<file path="src/rtl/serial_tx_parity.sv">
// Serial byte transmitter: start bit, 8 data bits LSB first, parity bit, stop bit.
// Back-to-back bytes are accepted in the last stop cycle with no idle gap.
//
// state  | meaning
// IDLE   | line held at 1, ready for a byte
// START  | driving the start bit (0)
// DATA   | shifting out data bits 0..7
// PARITY | driving the precomputed parity bit
// STOP   | driving the stop bit (1); last cycle may accept the next byte
module serial_tx_parity #(
    parameter int CLKS_PER_BIT = 1,
    parameter bit ODD_PARITY   = 1'b1
) (
    input  logic       clk,
    input  logic       rst_n,
    input  logic       i_valid,
    input  logic [7:0] i_byte,
    output logic       o_ready,
    output logic       o_data,
    output logic       o_busy,
    output logic       o_done
);

    localparam int              CNT_W    = (CLKS_PER_BIT > 1) ? $clog2(CLKS_PER_BIT) : 1;
    localparam logic [CNT_W-1:0] CNT_LAST = CNT_W'(CLKS_PER_BIT - 1);

    typedef enum logic [2:0] {
        IDLE   = 3'd0,
        START  = 3'd1,
        DATA   = 3'd2,
        PARITY = 3'd3,
        STOP   = 3'd4
    } state_t;

    state_t           state_q, state_d;
    logic [CNT_W-1:0] cnt_q, cnt_d;
    logic [2:0]       bit_idx_q, bit_idx_d;
    logic [7:0]       shift_q, shift_d;
    logic             parity_q, parity_d;
    logic             data_q, data_d;
    logic             busy_q, busy_d;
    logic             done_q, done_d;

    logic last_bit;
    logic accept;
    logic cap_parity;

    assign last_bit   = (cnt_q == CNT_LAST);
    assign o_ready    = (state_q == IDLE) || ((state_q == STOP) && last_bit);
    assign accept     = i_valid && o_ready;
    assign cap_parity = ODD_PARITY ? ~(^i_byte) : (^i_byte);

    assign o_data = data_q;
    assign o_busy = busy_q;
    assign o_done = done_q;

    always_comb begin
        state_d   = state_q;
        cnt_d     = last_bit ? '0 : cnt_q + CNT_W'(1);
        bit_idx_d = bit_idx_q;
        shift_d   = shift_q;
        parity_d  = parity_q;
        data_d    = data_q;

        case (state_q)
            IDLE: begin
                cnt_d     = '0;
                bit_idx_d = 3'd0;
                data_d    = 1'b1;
                if (accept) begin
                    state_d  = START;
                    shift_d  = i_byte;
                    parity_d = cap_parity;
                    data_d   = 1'b0;
                end
            end
            START: begin
                if (last_bit) begin
                    state_d   = DATA;
                    bit_idx_d = 3'd0;
                    data_d    = shift_q[0];
                end
            end
            DATA: begin
                if (last_bit) begin
                    if (bit_idx_q == 3'd7) begin
                        state_d = PARITY;
                        data_d  = parity_q;
                    end else begin
                        bit_idx_d = bit_idx_q + 3'd1;
                        shift_d   = {1'b0, shift_q[7:1]};
                        data_d    = shift_q[1];
                    end
                end
            end
            PARITY: begin
                if (last_bit) begin
                    state_d = STOP;
                    data_d  = 1'b1;
                end
            end
            STOP: begin
                if (last_bit) begin
                    if (accept) begin
                        state_d  = START;
                        shift_d  = i_byte;
                        parity_d = cap_parity;
                        data_d   = 1'b0;
                    end else begin
                        state_d = IDLE;
                        data_d  = 1'b1;
                    end
                end
            end
            default: begin
                state_d   = IDLE;
                cnt_d     = '0;
                bit_idx_d = 3'd0;
                data_d    = 1'b1;
            end
        endcase

        // Outputs are registered, so derive them from where the FSM is going next.
        busy_d = (state_d != IDLE);
        done_d = (state_d == STOP) && (cnt_d == CNT_LAST);
    end

    always_ff @(posedge clk or negedge rst_n) begin
        if (!rst_n) begin
            state_q   <= IDLE;
            cnt_q     <= '0;
            bit_idx_q <= 3'd0;
            shift_q   <= 8'd0;
            parity_q  <= 1'b0;
            data_q    <= 1'b1;
            busy_q    <= 1'b0;
            done_q    <= 1'b0;
        end else begin
            state_q   <= state_d;
            cnt_q     <= cnt_d;
            bit_idx_q <= bit_idx_d;
            shift_q   <= shift_d;
            parity_q  <= parity_d;
            data_q    <= data_d;
            busy_q    <= busy_d;
            done_q    <= done_d;
        end
    end

endmodule

</file>
<file path="config.mk">
export PLATFORM = sky130hd
export DESIGN_NAME = serial_tx_parity
export DESIGN_NICKNAME = d
export VERILOG_FILES = /design/src/rtl/serial_tx_parity.sv
export SDC_FILE = /design/constraint.sdc
export NUM_CORES = 1
export LEC_CHECK = 0
export BUFFER_PORTS_ARGS = -buffer_cell sky130_fd_sc_hd__buf_2
export CAP_MARGIN = 20
export CORE_UTILIZATION = 60
export CTS_BUF_LIST = sky130_fd_sc_hd__clkbuf_2
export CTS_CLUSTER_DIAMETER = 150
export DETAILED_ROUTE_END_ITERATION = 8
export GPL_ROUTABILITY_DRIVEN = 0
export MAX_ROUTING_LAYER = met4
export PLACE_DENSITY = 0.93
export RECOVER_POWER = 100
export SETUP_SLACK_MARGIN = 0.15
export SYNTH_ARGS = -nofsm -noshare
export SYNTH_HDL_FRONTEND = slang
export SYNTH_SLANG_ARGS = --single-unit
</file>
<file path="constraint.sdc">
create_clock -name clk -period 5.1 [get_ports clk]
set_clock_uncertainty 0.1 [all_clocks]
set_input_delay 1.02 -clock clk [delete_from_list [all_inputs] [get_ports clk]]
set_output_delay 1.02 -clock clk [all_outputs]
set_load 0.005 [all_outputs]
</file>
==> impl_metrics.tcl <==
set metrics [dict create \
    grt_pass1_wl_um 2746 \
    synth_compound_area_share_pct 11.60 \
    synth.most_common_cell "dfrtp_1" \
    drt_wl_total_um 1716 \
    synth_ff_type "dfrtp_1" \
    synthMuxAreaShare_pct 8.840 \
    synthXorXnorAreaFrac_pct 7.735 \
    wl_per_cell_um 14.42 \
    max-vdd-ir-drop_v 0.0003492 \
    report.final.slew_viol_count 0 \
    drv_cap 0 \
    cp_slowest_cell "o21a_1" \
    netlist_area_um2 905.9 \
    period_minus_slack_ns 2.286 \
    cts.repair.resized 0 \
    drive_gt1_share_pct 12.50 \
    die_w_um 40.86 \
    syn-num-nets 101 \
    cts_tree "built" \
    hold_viol_final 0 \
    critPathKind "reg2reg" \
    initial_core_util_pct 67.10 \
    outcome "finished, final reports clean" \
    min_period_over_period_pct 44.83 \
    cts_max_level 1 \
    maxSlewHeadroom_pct 36.04 \
    slowest_delay_ns 0.48 \
    ys_seq_elements 18 \
    ys_types 23 \
    netlist.area_leader.share_pct 46.96 \
    ant_nets 0 \
    clockRootBuffer "clkbuf_2" \
    start_kind "flop" \
    path_max_fanout 15 \
    setup_viol 0 \
    p_leak_uw 0.0004350 \
    cts-buffers-inserted 3 \
    path_cells "ha_1 > ha_1 > nor3b_1 > o21a_1 > nor2_1 > a21oi_1" \
    clkLatencyLatePin_ns 0.30 \
    timing.hold.ws_ns 0.4128 \
    cp_common_cell "ha_1" \
    fmax_mhz 437.4 \
    startpoint "bit_idx_q[0]" \
    synth.area.top_cells "dfrtp_1 47%, mux2i_1 8.8%, xnor2_1 6.8%, nor2_1 5.8%, a21oi_1 5.5%" \
    dieArea_um2 1669 \
    io_pins 15 \
    rows 13 \
    grt_pass1_vias 686 \
    synth.avg_cell_area_um2 10.29 \
    synthAdderAreaFrac_pct 2.762 \
    async_flop_share_pct 100.0 \
    clkTransAtPathRegs_ns 0.17 \
    die_h_um 40.86 \
    p_per_area_nw_per_um2 551.8 \
    clk_path_buf_depth 2 \
    yosysTopAreaCell "dfrtp_1" \
    fp.coreArea_um2 1350 \
    gr-total-overflow 0 \
    track_usage_pct 26.53 \
    synth_edf_count 0 \
    dp_hpwl_um 1302 \
    syn_inst 88 \
    ff2ff_setup_slack_ns 2.81 \
    min_to "parity_q" \
    ys_top_cells_by_count "17 x dfrtp_1, 14 x nor2_1, 10 x a21oi_1" \
    nets 118 \
    cts_hold_buf 0 \
    r2r_cells 6 \
    rsz0062_at_grt "no" \
    synth_top_family_by_area "simple AND/OR/NAND/NOR gates" \
    max_slew.worst_pin.slew_ns 0.9594 \
    required_ns 5.23 \
    reg2reg_to "shift_q[6]" \
    hold_path.class "reg2reg" \
    critPathCaptureType "flop" \
    crit_arrival_ns 2.42 \
    r2r_start "bit_idx_q[0]" \
    drc 0 \
    worstHoldPathCells 2 \
    io_buffers 14 \
    antenna_found_initial 0 \
    areaGrowthSynthToFinish_pct 6.630 \
    drt-pass1-iter-count 4 \
    grt_max_degree 19 \
    post_cts_buffers 0 \
    cts.sinks 18 \
    vias 651 \
    drt-vias-per-instance 5.471 \
    hp-start "parity_q" \
    seq_area_frac_synth_pct 49.86 \
    fin_tns_setup_ns 0 \
    synth-simple-area-share_pct 16.57 \
    n_antenna_cell 0 \
    yosysWarningCount 0 \
    drt_iter0_drc 14 \
]
[flip-flops by register name, indices dropped and copies added, names as in the netlist]
name and count:
parity_q 1, state_q 3, o_done 1, o_busy 1
o_data 1, shift_q 8, bit_idx_q 3
[where the power goes]
group	total [uW]	switching [uW]	internal (uW)
clock network	60.7	43.6	17.0
registers	251	43.7	207
logic	222	128	93.5
[worst max-delay path, delay by kind of cell (launching register included)]
kind	cells	cell delay (ns)
fa+ha+maj	2	0.47
simple gates	2	0.55
compound gates	2	0.64
flops	1	0.45
[metrics by stage]
step | util [%] | std cells | cell area, um2 | setup WS, ns | total power (uW)
after floorplan | - | 88 | 905.9 | 3.236 | 436.7
after global placement | 72.75 | 115 | 982.2 | 3.155 | 477.0
after detailed placement | 72.75 | 115 | 982.2 | 3.078 | 499.6
after CTS | 74.14 | 119 | 1001 | 2.773 | 559.3
after global routing | 71.55 | 119 | 965.9 | 2.689 | 579.6
final | 71.55 | 119 | 965.9 | 2.814 | 533.0
[placed cells by master (no fill, tap or decap), types with 2 or more instances in the layout]
master,netlist,final
clkbuf_1,0,5
mux2i_1,8,8
nor3b_1,1,2
inv_1,3,3
a22oi_1,2,2
a21oi_1,10,10
xnor2_1,7,7
nand2_1,7,7
dfrtp_1,17,17
buf_2,1,8
ha_1,2,2
o21ai_0,5,5
nor2_1,14,15
clkbuf_2,0,4
[layout make-up]
class | instances | area [um2]
clock buffers | 3 | 15.01
clock inverters | 1 | 3.754
fillers | 115 | 384.1
inverters | 3 | 11.26
multi-input cells | 65 | 401.6
flip-flops and latches | 18 | 451.7
well taps | 15 | 18.77
repair buffers | 14 | 63.81
[per-layer routing]
| metal | wire [um] | share of wire [%] | global-route usage, % |
|---|---|---|---|
| met5 | 0 | 0 | - |
| met4 | 15 | 0.87 | 11.67 |
| met3 | 59 | 3.4 | 4.348 |
| met2 | 895 | 52 | 47.66 |
| met1 | 744 | 43 | 28.13 |
[worst max-delay path by stage]
stage	endpoint	slack, ns
floorplan	shift_q[5]	3.24
global placement	shift_q[0]	3.16
detailed placement	shift_q[6]	3.08
CTS	o_ready	2.77
global route	shift_q[6]	2.69
finish	shift_q[6]	2.81
[cells by family after synthesis]
logic type                 Yosys count
muxes                                8
and+or+nand+nor                     28
buffers and inverters                5
DFF                                 18
adders and majority gates            2
AOI/OAI and AO/OA                   19
xor gates and xnor gates             8
(Power assumes the default switching activity.)
